===== src/rtl/ps2_pkg.sv =====
`default_nettype none
// ============================================================================
// ps2_pkg : set-2 byte constants, sequencer state encoding and key event type.
// Rev 1.0 - initial release
// ============================================================================
package ps2_pkg;

  localparam logic [7:0] PS2_PFX_EXT   = 8'hE0;
  localparam logic [7:0] PS2_PFX_REL   = 8'hF0;
  localparam logic [7:0] PS2_PFX_PAUSE = 8'hE1;
  localparam logic [7:0] PS2_BAT_OK    = 8'hAA;
  localparam logic [7:0] PS2_ACK       = 8'hFA;
  localparam logic [7:0] PS2_RESEND    = 8'hFE;
  localparam logic [7:0] PS2_ECHO      = 8'hEE;
  localparam logic [7:0] PS2_PAUSE_KEY = 8'h77;

  typedef enum logic [2:0] {
    ST_IDLE = 3'd0,
    ST_E0   = 3'd1,
    ST_F0   = 3'd2,
    ST_E0F0 = 3'd3,
    ST_SKIP = 3'd4
  } ps2_state_t;

  typedef struct packed {
    logic       ext;
    logic       rel;
    logic [7:0] code;
  } key_event_t;

  function automatic logic is_error_byte(input logic [7:0] b);
    return (b == 8'h00) || (b == 8'hFF);
  endfunction

  // E0 12 / E0 59 are the fake shifts sent around extended keys.
  function automatic logic is_fake_shift(input logic [7:0] b);
    return (b == 8'h12) || (b == 8'h59);
  endfunction

endpackage
`default_nettype wire


===== src/rtl/ps2_event_fifo.sv =====
`default_nettype none
// ============================================================================
// ps2_event_fifo : first-word fall-through FIFO of 10-bit key events.
// Rev 1.0 - initial release
// ============================================================================
module ps2_event_fifo #(
  parameter int DEPTH = 4
) (
  input  logic                   clk,
  input  logic                   reset,
  input  logic                   push_i,
  input  logic [9:0]             data_i,
  input  logic                   pop_i,
  output logic [9:0]             head_o,
  output logic                   empty_o,
  output logic                   full_o,
  output logic [$clog2(DEPTH):0] count_o
);
  localparam int AW = $clog2(DEPTH);
  localparam int CW = AW + 1;

  logic [AW-1:0] wr_q, rd_q;
  logic [CW-1:0] count_q;
  logic [9:0]    mem_q [DEPTH];
  logic          w_pop, w_push;

  assign empty_o = (count_q == '0);
  assign full_o  = (count_q == CW'(DEPTH));
  assign count_o = count_q;
  // A full FIFO still accepts a push when the head leaves in the same cycle.
  assign w_pop   = pop_i && !empty_o;
  assign w_push  = push_i && (!full_o || w_pop);
  assign head_o  = empty_o ? '0 : mem_q[rd_q];

  always_ff @(posedge clk) begin
    if (reset) begin
      wr_q    <= '0;
      rd_q    <= '0;
      count_q <= '0;
    end else begin
      if (w_push) wr_q <= wr_q + 1'b1;
      if (w_pop)  rd_q <= rd_q + 1'b1;
      count_q <= count_q + CW'(w_push) - CW'(w_pop);
    end
  end

  always_ff @(posedge clk) begin
    if (w_push) mem_q[wr_q] <= data_i;
  end

endmodule
`default_nettype wire


===== src/rtl/ps2_key_sequencer.sv =====
`default_nettype none
// ============================================================================
// ps2_key_sequencer : folds set-2 prefixes into key events, buffers them and
// throttles the keyboard. Optional Pause decoding under PS2_PAUSE_SEQ_EN.
// Rev 1.0 - initial release
// ============================================================================
module ps2_key_sequencer #(
  parameter int FIFO_DEPTH     = 4,
  parameter int PREFIX_TIMEOUT = 28000
) (
  input  logic       clk,
  input  logic       reset,
  input  logic       rx_done,
  input  logic [7:0] scancode,
  output logic       key_valid,
  output logic [7:0] key_code,
  output logic       key_ext,
  output logic       key_release,
  input  logic       key_ready,
  output logic       ps2_clk_inhibit,
  output logic       kbd_bat,
  output logic       kbd_error,
  output logic       overrun
);
  import ps2_pkg::*;

  localparam int            CW          = $clog2(FIFO_DEPTH) + 1;
  localparam int            TW          = $clog2(PREFIX_TIMEOUT);
  localparam logic [TW-1:0] TO_LAST     = TW'(PREFIX_TIMEOUT - 1);
  localparam logic [CW-1:0] INHIBIT_LVL = CW'(FIFO_DEPTH - 1);

  ps2_state_t    state_q, state_d;
  logic [TW-1:0] to_cnt_q, to_cnt_d;
  logic          w_timeout;
  logic          w_push, bat_d, err_d;
  key_event_t    w_evt;
  logic          bat_q, err_q, inhibit_q, overrun_q;
  logic          w_pop, w_push_ok, w_empty, w_full;
  logic [CW-1:0] w_count, w_count_next;
  logic [9:0]    w_head;
`ifdef PS2_PAUSE_SEQ_EN
  logic [2:0]    skip_cnt_q, skip_cnt_d;
`endif

  always_ff @(posedge clk) begin
    if (reset) begin
      state_q  <= ST_IDLE;
      to_cnt_q <= '0;
    end else begin
      state_q  <= state_d;
      to_cnt_q <= to_cnt_d;
    end
  end

`ifdef PS2_PAUSE_SEQ_EN
  always_ff @(posedge clk) begin
    if (reset) skip_cnt_q <= '0;
    else       skip_cnt_q <= skip_cnt_d;
  end
`endif

  // A received byte always outranks the timeout, even on the last count.
  assign w_timeout = (state_q != ST_IDLE) && !rx_done && (to_cnt_q == TO_LAST);

  always_comb begin
    state_d  = state_q;
    to_cnt_d = (state_q == ST_IDLE || rx_done || w_timeout) ? '0 : to_cnt_q + 1'b1;
`ifdef PS2_PAUSE_SEQ_EN
    skip_cnt_d = (state_q == ST_SKIP) ? skip_cnt_q + {2'b00, rx_done} : 3'd0;
`endif
    if (rx_done) begin
      if (is_error_byte(scancode)) begin
        state_d = ST_IDLE;
      end else begin
        case (state_q)
          ST_IDLE: begin
            if (scancode == PS2_PFX_EXT)      state_d = ST_E0;
            else if (scancode == PS2_PFX_REL) state_d = ST_F0;
`ifdef PS2_PAUSE_SEQ_EN
            else if (scancode == PS2_PFX_PAUSE) state_d = ST_SKIP;
`endif
          end
          ST_E0:   state_d = (scancode == PS2_PFX_REL) ? ST_E0F0 : ST_IDLE;
`ifdef PS2_PAUSE_SEQ_EN
          ST_SKIP: if (skip_cnt_q == 3'd6) state_d = ST_IDLE;
`endif
          default: state_d = ST_IDLE;
        endcase
      end
    end else if (w_timeout) begin
      state_d = ST_IDLE;
    end
  end

  always_comb begin
    w_push = 1'b0;
    w_evt  = '0;
    bat_d  = 1'b0;
    err_d  = 1'b0;
    if (rx_done) begin
      if (is_error_byte(scancode)) begin
        err_d = 1'b1;
      end else begin
        case (state_q)
          ST_IDLE: begin
            case (scancode)
              PS2_PFX_EXT, PS2_PFX_REL, PS2_ACK, PS2_RESEND, PS2_ECHO: ;
`ifdef PS2_PAUSE_SEQ_EN
              PS2_PFX_PAUSE: ;
`endif
              PS2_BAT_OK: bat_d = 1'b1;
              default: begin
                w_push = 1'b1;
                w_evt  = '{ext: 1'b0, rel: 1'b0, code: scancode};
              end
            endcase
          end
          ST_E0: begin
            w_push = (scancode != PS2_PFX_REL) && !is_fake_shift(scancode);
            w_evt  = '{ext: 1'b1, rel: 1'b0, code: scancode};
          end
          ST_F0: begin
            w_push = 1'b1;
            w_evt  = '{ext: 1'b0, rel: 1'b1, code: scancode};
          end
          ST_E0F0: begin
            w_push = !is_fake_shift(scancode);
            w_evt  = '{ext: 1'b1, rel: 1'b1, code: scancode};
          end
`ifdef PS2_PAUSE_SEQ_EN
          ST_SKIP: begin
            w_push = (skip_cnt_q == 3'd6);
            w_evt  = '{ext: 1'b1, rel: 1'b0, code: PS2_PAUSE_KEY};
          end
`endif
          default: ;
        endcase
      end
    end
  end

  ps2_event_fifo #(
    .DEPTH (FIFO_DEPTH)
  ) u_fifo (
    .clk     (clk),
    .reset   (reset),
    .push_i  (w_push),
    .data_i  (w_evt),
    .pop_i   (key_ready),
    .head_o  (w_head),
    .empty_o (w_empty),
    .full_o  (w_full),
    .count_o (w_count)
  );

  assign w_pop        = key_ready && !w_empty;
  assign w_push_ok    = w_push && (!w_full || w_pop);
  assign w_count_next = w_count + CW'(w_push_ok) - CW'(w_pop);

  always_ff @(posedge clk) begin
    if (reset) begin
      bat_q     <= 1'b0;
      err_q     <= 1'b0;
      inhibit_q <= 1'b0;
      overrun_q <= 1'b0;
    end else begin
      bat_q     <= bat_d;
      err_q     <= err_d;
      inhibit_q <= (w_count_next >= INHIBIT_LVL);
      if (w_push && w_full && !w_pop) overrun_q <= 1'b1;
    end
  end

  assign key_valid       = !w_empty;
  assign key_ext         = w_head[9];
  assign key_release     = w_head[8];
  assign key_code        = w_head[7:0];
  assign ps2_clk_inhibit = inhibit_q;
  assign kbd_bat         = bat_q;
  assign kbd_error       = err_q;
  assign overrun         = overrun_q;

endmodule
`default_nettype wire


===== config.mk =====
export PLATFORM = sky130hd
export DESIGN_NAME = ps2_key_sequencer
export DESIGN_NICKNAME = d
export VERILOG_FILES = /design/src/rtl/ps2_pkg.sv /design/src/rtl/ps2_event_fifo.sv /design/src/rtl/ps2_key_sequencer.sv
export SDC_FILE = /design/constraint.sdc
export NUM_CORES = 1
export LEC_CHECK = 0
export BUFFER_PORTS_ARGS = -buffer_cell sky130_fd_sc_hd__buf_2
export CAP_MARGIN = 5
export CORE_MARGIN = 2
export CORE_UTILIZATION = 58
export DETAILED_ROUTE_END_ITERATION = 10
export GPL_ROUTABILITY_DRIVEN = 0
export PLACE_DENSITY_LB_ADDON = 0.3
export RECOVER_POWER = 25
export SLEW_MARGIN = 20
export SYNTH_ARGS = -nofsm -noshare
export SYNTH_HDL_FRONTEND = slang
export SYNTH_SLANG_ARGS = --single-unit

===== constraint.sdc =====
create_clock -name clk -period 3.7 [get_ports clk]
set_input_delay 0.74 -clock clk [delete_from_list [all_inputs] [get_ports clk]]
set_output_delay 0.74 -clock clk [all_outputs]
set_load 0.01 [all_outputs]

==> impl_summary.md, run 1 <==
Outcome
The run finished with clean final reports.

Power
The power share of the sequential group is 48.7%. The clock network fraction of total power is 28.9%. The internal power is 1.433 mW. The switching share of power is 26.83%. The power per cell area is 571.6 nW/µm². In this run the static leakage power is 1.205 nW. The maximum vdd drop is 291.2 µV. Power comes to 1.959 mW. The switching power is 0.5255 mW. The share of total power dissipated in combinational logic is 22.4%.

Setup path
STA puts the critical path data arrival time at 3300 ps. The type of element launching the critical path is an input port. Along the worst path, the maximum fanout reaches 8. The worst setup path is captured at a register. The critical path class is in2reg. The required time at the endpoint of the critical path is 3930 ps.

Clock network
Counting the buffers created by CTS gives 9. The clock root buffer master is sky130_fd_sc_hd__clkbuf_8. The maximum buffer depth of the clock tree is 2. For the worst-skew pair, the clock arrives at the later sink with an insertion delay of 340 ps. The clock sink count is 70. The number of setup buffers added after CTS is 0. After clock tree synthesis, the repair step resized 0 gates. In this run, post-CTS hold repair placed 0 buffers.

The CTS tree is done. CTS built an H-tree with a depth of 3. The clock slew seen by the registers of the worst setup and hold paths is 60 ps.

Cells and area
The fraction of final layout cells with drive strength greater than 1 is 18.55%. For this run, the post-layout net count is 291. The layout overhead on the synthesized area is 11.66%. The number of antenna cells inserted is 0.

Die
From bottom edge to top edge, the die measures 76.75 µm. The initial core utilization is 60.09%. The number of ports placed on the die boundary is 27. The standard cell core area is 5107 µm². The die area is 5890 µm².

The floorplan has 26 rows. From left edge to right edge, the die measures 76.75 µm.

Detailed routing
The detail route stage leaves a number of antenna-violating nets equal to 0. The number of violations reported at the end of detailed-routing iteration 0 is 90. The total number of vias is 1878. The remaining routing DRC violations is 0.

The final layout contains routed wiring with a total length of 5.118 mm. The wire length per cell is 14.83 µm. The number of optimization iterations in the first detailed-route pass is 4. The via density per instance is 5.443.

Yosys
For this run, the leading register cell type out of synthesis is sky130_fd_sc_hd__edfxtp_1. For this run, the number of Yosys warnings is 0. After synthesis, the share of flip-flops with an asynchronous set or reset is 0%. Summing every instance area after synthesis gives 3069 µm². The mean post-synth cell area is 12.84 µm². The post-synthesis sequential element count is 70. Synthesis instantiated 47 different standard cells from the library.

Sequential elements use 58.70% of the synthesized area. Yosys mapped a number of flops with a built-in enable equal to 40. The synthesized netlist net count is 259. In the synthesized netlist, the number of instances is 239.

Global routing
For this run, the total global-route usage over all layers was measured as 19.51%. The pin count of the biggest net entering global routing is 16. Summed over all layers, the global routing overflow is 0. The number of antenna violations at the first check in global routing was 0.

The via count of the first global-routing pass is 1891. The first global-routing pass estimated 8.797 mm of wire.

STA
For the pin with the worst max-slew slack, the measured transition is 636.8 ps. The post-route clock period utilization is 83.16%. The final hold violation count came to 0. The number of setup violations in the final report is 0. The total count of max-transition violations in the final report is 0. Headroom to the max-slew limit came out at 57.49%. Setup repair after global routing left no endpoint under its margin. Across the routed clock network, the largest skew measured is 8.933 ps. Based on the critical path, the design can be clocked at up to 0.3250 GHz. The routed design could run at a clock period as short as 3077 ps. The post-route setup TNS is 0 ps.

Run
The tool flagged a number of max-cap violations equal to 0.

Placed design
Port buffering added 26 buffers. The HPWL after detailed placement is 3.645 mm.

Min path
The worst hold path class is reg2reg.
layout by cell type, fill, tap and decap left out, drive strengths merged, types with 2 or more instances in the layout:
master / instances
edfxtp: 40
nor2: 31
dfxtp: 30
and2: 22
buf: 19
clkbuf: 18
inv: 12
nand2: 11
mux4: 10
xor2: 9
nand3: 8
xnor2: 8
ha: 7
nand4: 5
nand2b: 4
nor3: 3
or3: 3
nor4b: 3
clkinv: 3
a21oi: 2
and3: 2
nor2b: 2
or4: 2
or4b: 2
o31a: 2
path summary, 6_finish.rpt:
check	start	end	slack [ps]	cells after the start
max	scancode[4]	ps2_clk_inhibit$_SDFF_PP0_	620	11
max reg2reg	u_fifo.count_o[2]$_SDFF_PP0_	ps2_clk_inhibit$_SDFF_PP0_	1020	10
min	overrun$_SDFFE_PP0P_	overrun$_SDFFE_PP0P_	450	2
min reg2reg	overrun$_SDFFE_PP0P_	overrun$_SDFFE_PP0P_	450	2
sequential cells by signal (all words and copies together) (netlist names), 2 cells and up, named ones only:
name,flops
u_fifo.wr_q,2
u_fifo.rd_q,2
to_cnt_q,15
u_fifo.mem_q,40
state_q,2
u_fifo.count_o,3
worst max-delay path, cell delays in order:
cell and delay [ps]:
sky130_fd_sc_hd__clkbuf_1 160, sky130_fd_sc_hd__or3_1 420, sky130_fd_sc_hd__or4_1 550, sky130_fd_sc_hd__o311ai_4 160, sky130_fd_sc_hd__nor4b_4 120, sky130_fd_sc_hd__ha_1 240
sky130_fd_sc_hd__fa_1 370, sky130_fd_sc_hd__xnor2_1 170, sky130_fd_sc_hd__xnor2_1 140, sky130_fd_sc_hd__nor2_1 60, sky130_fd_sc_hd__a21o_1 160
cell families (layout without fill, tap and decap cells):
family	Yosys count	in the layout	synth area share [%]
simple gates	102	102	18.63
compound gates	13	13	3.914
flops	70	70	58.70
mux	12	12	8.153
buf+inv	17	53	2.242
xor+xnor	17	17	4.851
fa+ha+maj	8	8	3.506
per-layer routing:
| metal | GRT usage [%] | wire length (µm) | vias to the layer above |
|---|---|---|---|
| li1 | - | - | 924 |
| met4 | 11.45 | 125 | 0 |
| met1 | 24.54 | 2303 | 898 |
| met5 | 0 | 0 | - |
| met2 | 30.79 | 2485 | 42 |
| met3 | 4.706 | 204 | 14 |
cell type report:
type	count	area [µm²]
clock buffers	11	131.4
clock inverters	4	48.80
fillers	386	1680
inverters	12	45.04
multi-input cells	152	1191
flip-flops and latches	70	1802
well taps	70	87.58
repair buffers	26	121.4
synth_stat cells (3+ instances only):
master | instances | area, µm²
sky130_fd_sc_hd__and2_1 | 18 | 112.6
sky130_fd_sc_hd__and2_2 | 4 | 30.03
sky130_fd_sc_hd__dfxtp_1 | 30 | 600.6
sky130_fd_sc_hd__edfxtp_1 | 40 | 1201
sky130_fd_sc_hd__ha_1 | 7 | 87.58
sky130_fd_sc_hd__inv_1 | 12 | 45.04
sky130_fd_sc_hd__mux4_2 | 10 | 225.2
sky130_fd_sc_hd__nand2_1 | 11 | 41.29
sky130_fd_sc_hd__nand2b_1 | 4 | 25.02
sky130_fd_sc_hd__nand3_1 | 8 | 40.04
sky130_fd_sc_hd__nand4_1 | 5 | 31.28
sky130_fd_sc_hd__nor2_1 | 31 | 116.4
sky130_fd_sc_hd__nor3_1 | 3 | 15.01
sky130_fd_sc_hd__or3_1 | 3 | 18.77
sky130_fd_sc_hd__xnor2_1 | 8 | 70.07
sky130_fd_sc_hd__xor2_1 | 9 | 78.83
metrics by stage:
step	cells	setup WS (ps)	hold slack [ps]	area [µm²]	util, %
floorplan	239	624.0	417.5	3069	-
detailed placement	330	353.9	436.5	3263	63.89
finish	345	623.1	447.9	3427	67.10
global placement	330	408.1	432.3	3263	63.89
CTS	345	718.6	452.0	3443	67.42
global route	345	424.0	477.3	3427	67.10
power by group through the flow:
stage | registers [mW] | logic [mW] | clock network (mW)
2_1_floorplan | 0.935 | 0.352 | 0
3_3_place_gp | 0.972 | 0.444 | 0
3_5_place_dp | 0.973 | 0.451 | 0
4_1_cts | 0.956 | 0.452 | 0.585
5_1_grt | 0.968 | 0.496 | 0.610
6_report | 0.954 | 0.439 | 0.566
(Power assumes the default switching activity.)
==> run 2, diff against run 1 <==
ABC_AREA = 1   (was unset)
CORE_UTILIZATION = 59   (was 58)
clock period = 3.01 ns   (was 3.7 ns; I/O delays follow)
==> run 2 against run 1 <==
Largest power group unchanged. Register-to-register slack worse by 340 ps. Global-route usage increased by 3.2 points. Clock power up 12%.
==> impl_summary.md, run 2 <==
Outcome
The flow ran to the end, and the final reports show no timing, DRC or antenna violations.

Yosys
The instance count of the mapped netlist is 376 (+57%). The combined area of all synthesized cells is 3307 µm² (+7.7%). The fraction of synthesized area in multiplexers is 0% (-8.2 points). The mean post-synth cell area is 8.795 µm² (-32%). The fraction of synthesized cell area taken by the top area cell type came to 36.32% (-2.8 points). The synthesized netlist net count is 396 (+53%). The yosys synthesis warning count is 0 (unchanged). The post-synthesis sequential element count is 70 (unchanged). The adder-cell share of the synthesized area is 3.254% (-0.25 points). Ranked by total cell area, the synthesized netlist is headed by sky130_fd_sc_hd__edfxtp_1 (36%), sky130_fd_sc_hd__dfxtp_1 (18%), sky130_fd_sc_hd__nor2_1 (9.8%).

The most common flop cell mapped by yosys is sky130_fd_sc_hd__edfxtp_1. The xor and xnor area share after synthesis was 0.7946% (-4.1 points). The share of synthesized registers carrying an async set or reset is 0% (unchanged). The number of enable flip-flop cells after synthesis came to 40 (unchanged). The post-synthesis compound-gate area fraction came to 7.983% (+4.1 points). By area, the combinational part of the netlist is dominated by simple AND/OR/NAND/NOR gates.

The commonest cells after synthesis are sky130_fd_sc_hd__nor2_1 (86), sky130_fd_sc_hd__nand2_1 (57), sky130_fd_sc_hd__inv_1 (42). The share of synthesized cell area in and, or, nand and nor gates is 27.20% (+8.6 points). The sequential share of the synthesized area was 54.48% (-4.2 points). The biggest area contributor in the post-synthesis netlist is sky130_fd_sc_hd__edfxtp_1. The number of distinct standard cells referenced by the synthesized netlist was 35 (-26%). The most common cell in the synthesized netlist is sky130_fd_sc_hd__nor2_1.

Setup path
The top fanout value on the critical path is 9 (+1). The highest-delay cell along the critical path is sky130_fd_sc_hd__fa_1. The delay of the slowest cell on the worst path is 490 ps (-60 ps). STA classifies the critical path endpoint as a register. Walking the worst path, the cells encountered are clkbuf_1 > nand2_1 > nor2_1 > o21ai_0 > nand4_1 > nand3_1 > nand3_4 > inv_1 > ha_1 > fa_1 > inv_1 > nor2_1 > nand2_1 > o21ai_0. The critical path class is in2reg. The worst path arrival time is 2770 ps (-530 ps). The required time at the endpoint of the critical path came to 3280 ps (-650 ps). The worst setup path is launched from an input port.

Clock network
In this run the clock root is driven by a sky130_fd_sc_hd__clkbuf_8. The count of hold-fix buffers inserted at cts came to 0 (unchanged). The insertion delay to the later sink of the worst-skew pair was 350 ps (about the same). The maximum buffer depth of the clock tree is 2 (unchanged). The CTS tree is done.

The number of H-tree levels is 3 (unchanged). The number of buffers created by CTS is 9 (unchanged). The clock slew seen by the registers of the worst setup and hold paths is 70 ps (about the same). The count of instances resized after the clock tree is built is 0 (unchanged). The number of setup buffers added after CTS was 0 (unchanged). The clock sink count came to 70 (unchanged).

Power
The post-layout total power was 2.403 mW (+23%). The power per cell area was 654.7 nW/µm² (+15%). The leakage power figure came to 1.449 nW (+20%). The maximum vdd drop was 588.4 µV (+100%).

Placed design
The post-placement worst setup slack is 371.1 ps (+17.19 ps). The HPWL after detailed placement came to 4.430 mm (+22%). The number of cells in the design after placement is 473 (+43%). The placement-stage cell area was 3548 µm² (+8.7%). The count of input and output buffers came to 26 (unchanged).

STA
The worst slew slack as a fraction of its limit is 55.83% (-1.7 points). Setup repair after global routing left no endpoint under its margin. The worst hold-check slack was 451.4 ps (+3.531 ps). The post-route setup TNS is 0 ps (unchanged). The peak clock frequency supported by timing is 0.4005 GHz. The worst path needs 2497 ps of the cycle, external delays included. The actual slew at the worst max-slew pin was 660.5 ps (+23.75 ps). The total count of max-transition violations in the final report is 0 (unchanged). The number of setup violations in the final report is 0 (unchanged). The worst clock skew came to 2.667 ps (-6.266 ps). The final hold violation count came to 0 (unchanged). In the finished design, the share of the clock period the worst path needs comes to 82.96%. The final worst-path setup slack is 512.9 ps (-110.2 ps).

Detailed routing
The sum of routed wire length over all layers is 6.413 mm (+25%). The number of violations reported at the end of detailed-routing iteration 0 was 123 (+37%). The wire length per cell is 13.11 µm (-12%). The remaining routing DRC violations came to 0 (unchanged). The number of optimization iterations in the first detailed-route pass is 5 (+1). The total number of vias was 2581 (+37%). The via density per instance was 5.278 (-3.0%). The number of nets with antenna violations after routing is 0 (unchanged).

Global routing
The via count of the first global-routing pass is 2399 (+27%). The highest-utilization routing layer at the global route stage is met2. The global routing met3 resource utilization is 4.773% (+0.067 points). The pin count of the biggest net entering global routing is 21 (+5). The leftover overflow at the end of global routing is 0 (unchanged). The met2 capacity usage during global routing is 40.09% (+9.3 points). The all-layer global routing usage is 22.68% (+3.2 points). The number of antenna violations at the first check in global routing is 0 (unchanged). The met1 demand-to-capacity share in global routing is 25.36% (+0.82 points). The wire length of the first global-routing pass came to 10.57 mm (+20%).

Cells and area
The final standard cell count with taps included and fillers excluded came to 489 (+42%). The most common cell after layout, fill and taps aside is sky130_fd_sc_hd__nor2_1. The fraction of final layout cells with drive strength greater than 1 was 13.67% (-4.9 points). The library cells used most frequently in the layout, excluding fill and tap cells, are sky130_fd_sc_hd__nor2_1 (88), sky130_fd_sc_hd__nand2_1 (57), sky130_fd_sc_hd__inv_1 (42), sky130_fd_sc_hd__edfxtp_1 (40), sky130_fd_sc_hd__dfxtp_1 (30). The layout overhead on the synthesized area is 10.97%. The number of antenna cells inserted came to 0 (unchanged). The post-route standard cell area excluding fillers is 3670 µm² (+7.1%).

The post-route core utilization is 67.06% (about the same). The register with the most flip-flops in the final layout is u_fifo.mem_q. The number of flip-flops under the largest register name is 40 (unchanged). The post-layout net count came to 432 (+48%).

Die
The row count came to 27 (+3.8%). The number of ports placed on the die boundary is 27 (unchanged). The floorplan die height came to 78.87 µm (+2.8%). The initial core utilization was 60.43% (+0.33 points). The floorplan die width came to 78.87 µm (+2.8%). The die area is 6220 µm² (+5.6%). The standard cell core area was 5473 µm² (+7.2%).

Run
The number of max-cap violations came to 0 (unchanged).

Min path
The worst hold path class is reg2reg.
==> run 2: cell count changes after synthesis, sizes merged, moves of 21 or more <==
cell / before / now
nor2: 31 / 91
nand2: 11 / 59
inv: 12 / 45
o21ai: 1 / 26
and2: 22 / 0
a21oi: 2 / 23
==> run 2: layer usage <==
layer | routed length, µm | vias up
met5 | 0 | -
li1 | - | 1305
met2 | 3291 | 56
met1 | 2723 | 1204
met3 | 235 | 16
met4 | 163 | 0
==> run 2: cells by family after synthesis <==
kind of cell / count (synthesis)
xor gates and xnor gates: 3
DFF: 70
and+or+nand+nor: 189
buffers and inverters: 55
adders and majority gates: 8
AOI/OAI and AO/OA: 51
==> run 2: critical path: cells and delay by family <==
kind | cells | cell delay [ps]
AO/OA/AOI/OAI | 2 | 250
adder cells (fa/ha/maj) | 2 | 690
buffers and inverters | 3 | 290
AND/OR/NAND/NOR | 7 | 940
==> run 2: final timing paths <==
kind,start,endpoint,slack [ps],cells after the start
max,scancode[7],ps2_clk_inhibit$_SDFF_PP0_,510,14
min,to_cnt_q[0]$_SDFF_PP0_,to_cnt_q[0]$_SDFF_PP0_,450,1
max reg2reg,u_fifo.count_o[1]$_SDFF_PP0_,ps2_clk_inhibit$_SDFF_PP0_,680,13
min reg2reg,to_cnt_q[0]$_SDFF_PP0_,to_cnt_q[0]$_SDFF_PP0_,450,1
==> run 2: final cells by class <==
class	count	area (µm²)
Fill cell	476	1803
Sequential cell	70	1802
Multi-Input combinational cell	251	1262
Inverter	47	176.4
Timing Repair Buffer	33	175.2
Clock buffer	9	123.9
Tap cell	72	90.09
Clock inverter	7	40.04
==> run 2: where the power goes <==
| group | internal, mW | switching [mW] |
|---|---|---|
| Combinational | 0.229 | 0.396 |
| Sequential | 1.10 | 0.0457 |
| Clock | 0.291 | 0.345 |
| Total | 1.62 | 0.786 |
==> run 3, diff against run 2 <==
ABC_AREA = 0   (was 1)
CORE_UTILIZATION = 58   (was 59)
clock period = 2.5 ns   (was 3.01 ns; I/O delays follow)
==> run 3 against run 2 <==
The flow now finishes with violations (negative setup slack). Global-route usage shrank 1.8 points. Critical path type unchanged. Register-to-register slack got worse by 550 ps. Clock-buffer cell count increased by 2. Die area decreased by 5.3%. Clock power grew 59%. Cell count is 25% lower. Sequential power up 21%. First-iteration DRC count is 7.3% lower. Largest cell class unchanged. Via count is 24% lower. Non-clock buffer count grew 15.
==> impl_summary.md, run 3 (same netlist as run 1, synthesis figures left out) <==
Setup path
The signal on the critical path passes through buf_6 > or3_4 > or4_4 > o311ai_4 > nor4b_4 > ha_2 > fa_2 > xnor2_2 > xnor2_1 > nor2_1 > a21o_1. The type of element launching the critical path is an input port. The endpoint kind of the worst setup timing path is a register. Among all stages on the critical path, the largest delay is contributed by sky130_fd_sc_hd__or4_4. The delay of the slowest cell on the worst path is 550 ps (+60 ps). The worst path arrival time is 2740 ps (-30 ps). The required time at the endpoint of the critical path came to 2730 ps (-550 ps). The top fanout value on the critical path is 2 (-7). The critical path class is in2reg.

Placed design
The HPWL after detailed placement is 3.871 mm (-13%). The count of input and output buffers is 26 (unchanged). The post-placement worst setup slack was -435.6 ps (-806.7 ps).

Cells and area
The post-route core utilization is 72.49% (+5.4 points). The register with the most flip-flops is u_fifo.mem_q. The fraction of final layout cells with drive strength greater than 1 is 29.19% (+16 points). Leaving out fill and tap cells, the most frequent cell in the layout is sky130_fd_sc_hd__edfxtp_1. The number of antenna cells inserted is 0 (unchanged). The number of flip-flops under the largest register name is 40 (unchanged). The library cells used most frequently in the layout, excluding fill and tap cells, are sky130_fd_sc_hd__edfxtp_1 (40), sky130_fd_sc_hd__nor2_1 (31), sky130_fd_sc_hd__dfxtp_1 (30), sky130_fd_sc_hd__buf_4 (22), sky130_fd_sc_hd__buf_2 (19). Compared with the post-synthesis result, the final layout area differs by 20.63%. The post-layout net count is 313 (-28%).

Global routing
The number of antenna violations at the first check in global routing was 0 (unchanged). The all-layer global routing usage is 20.87% (-1.8 points). The met2 capacity usage during global routing is 36.75% (-3.3 points). The wire length of the first global-routing pass was 9.349 mm (-12%). The leftover overflow at the end of global routing is 0 (unchanged). The met1 demand-to-capacity share in global routing is 24.48% (-0.88 points). The via count of the first global-routing pass is 1970 (-18%). met2 is the most crowded layer. The pin count of the biggest net entering global routing is 16 (-24%). The global routing met3 resource utilization is 4.824% (+0.051 points).

Die
The initial core utilization came to 60.09% (-0.33 points). The number of ports placed on the die boundary is 27 (unchanged). The row count is 26 (-3.7%). The floorplan die height is 76.75 µm (-2.7%). The floorplan die width is 76.75 µm (-2.7%). The die area is 5890 µm² (-5.3%). The standard cell core area is 5107 µm² (-6.7%).

STA
Dividing the final minimum period by the clock period gives 100.2%. Counting I/O delays and the setup requirement, the final critical path takes 2505 ps. The number of setup violations in the final report is 1 (+1). The total count of max-transition violations in the final report was 0 (unchanged). The final worst-path setup slack is -5.357 ps (-518.3 ps).

The worst slew slack as a fraction of its limit was 66.18% (+10 points). The actual slew at the worst max-slew pin was 507.4 ps (-153.2 ps). The worst hold-check slack is 446.8 ps (-4.564 ps). The post-route setup TNS is -5.357 ps (-5.357 ps). The peak clock frequency supported by timing is 0.3991 GHz. Setup repair after global routing could not meet its margin everywhere. The final hold violation count was 0 (unchanged). The worst clock skew was 5.747 ps (+3.080 ps).

Clock network
The cell sitting at the root of the clock tree is a sky130_fd_sc_hd__clkbuf_8. The maximum buffer depth of the clock tree came to 2 (unchanged). TritonCTS built the clock tree. The clock slew seen by the registers of the worst setup and hold paths was 70 ps (about the same). The number of buffers created by CTS is 9 (unchanged). The clock sink count came to 70 (unchanged). The number of H-tree levels is 3 (unchanged). The insertion delay to the later sink of the worst-skew pair is 330 ps (-20 ps).

Detailed routing
The number of optimization iterations in the first detailed-route pass came to 4 (-1). The via density per instance came to 5.359 (+1.5%). The sum of routed wire length over all layers is 5.532 mm (-14%). The number of violations reported at the end of detailed-routing iteration 0 is 114 (-7.3%). The total number of vias is 1972 (-24%). The remaining routing DRC violations is 0 (unchanged). The number of nets with antenna violations after routing came to 0 (unchanged). The wire length per cell is 15.03 µm (+15%).

Power
The relative contribution of combinational cells to total power was 24.7% (-1.3 points). The switching power is 0.8323 mW (+5.9%). The power per cell area is 856.0 nW/µm² (+31%). The leakage power figure is 1.360 nW (-6.2%). The maximum vdd drop came to 538.6 µV (-8.5%).

The switching share of power is 26.26% (-6.5 points). The clock network fraction of total power is 31.8% (+5.4 points). The internal power is 2.337 mW (+45%).

The power share of the sequential group is 43.5% (-4.0 points). The post-layout total power is 3.169 mW (+32%).

Outcome
The checks that failed: negative setup slack. The run finished, with violations left.

Run
The number of max-cap violations is 0 (unchanged).

Min path
The min-delay analysis places its worst path in the category in2reg.
[run 3: cell types whose count changed in the layout (fill, tap and decap cells not counted), sizes merged, moves of 10 or more]
cell | before | now
nand2 | 59 | 11
buf | 27 | 44
and2 | 0 | 22
a21oi | 23 | 2
mux4 | 0 | 10
nor2 | 91 | 31
o21ai | 26 | 1
inv | 46 | 12
[run 3: timing repair]
action                     CTS  global route
pin swaps                    5             2
setup endpoints to repair    1             2
hold endpoints to repair     0             0
buffers inserted             1             0
resized for setup            1             5
hold buffers                 0             0
[run 3: final timing paths]
path	start	endpoint	slack, ps	cells past startpoint
max	scancode[4]	ps2_clk_inhibit$_SDFF_PP0_	-5	11
min	scancode[4]	kbd_bat$_SDFF_PP0_	450	3
max reg2reg	u_fifo.count_o[2]$_SDFF_PP0_	ps2_clk_inhibit$_SDFF_PP0_	130	10
min reg2reg	to_cnt_q[0]$_SDFF_PP0_	to_cnt_q[0]$_SDFF_PP0_	450	1
[run 3: metrics by stage]
step | cell area [µm²] | cells
after CTS | 3679 | 368
after detailed placement | 3441 | 351
final | 3702 | 368
after global placement | 3441 | 351
after floorplan | 3089 | 239
after global routing | 3702 | 368
[run 3: cell type report]
cell class | count | area (µm²)
clock inverter | 5 | 82.58
inverter | 12 | 45.04
fill | 377 | 1405
sequential | 70 | 1802
multi-input combinational | 152 | 1235
clock buffer | 11 | 141.4
tap | 70 | 87.58
timing repair buffer | 48 | 309.0
[run 3: routing by layer]
layer	share of wire, %	routed length [µm]
met5	0	0
met4	0.80	44
met3	4.7	262
met2	53	2916
met1	42	2309
[run 3: critical path, delay by kind of cell]
family                   cells  cell delay (ps)
adder cells (fa/ha/maj)      2              540
AO/OA/AOI/OAI                2              260
AND/OR/NAND/NOR              4             1070
XOR/XNOR                     2              280
buffers and inverters        1               90
[run 3: power groups by stage]
stage	registers (mW)	clock network [mW]	logic (mW)
after floorplan	1.39	0	0.558
after global placement	1.40	0	0.782
after detailed placement	1.41	0	0.797
after CTS	1.38	1.02	0.796
after global routing	1.39	1.08	0.873
final	1.38	1.01	0.783
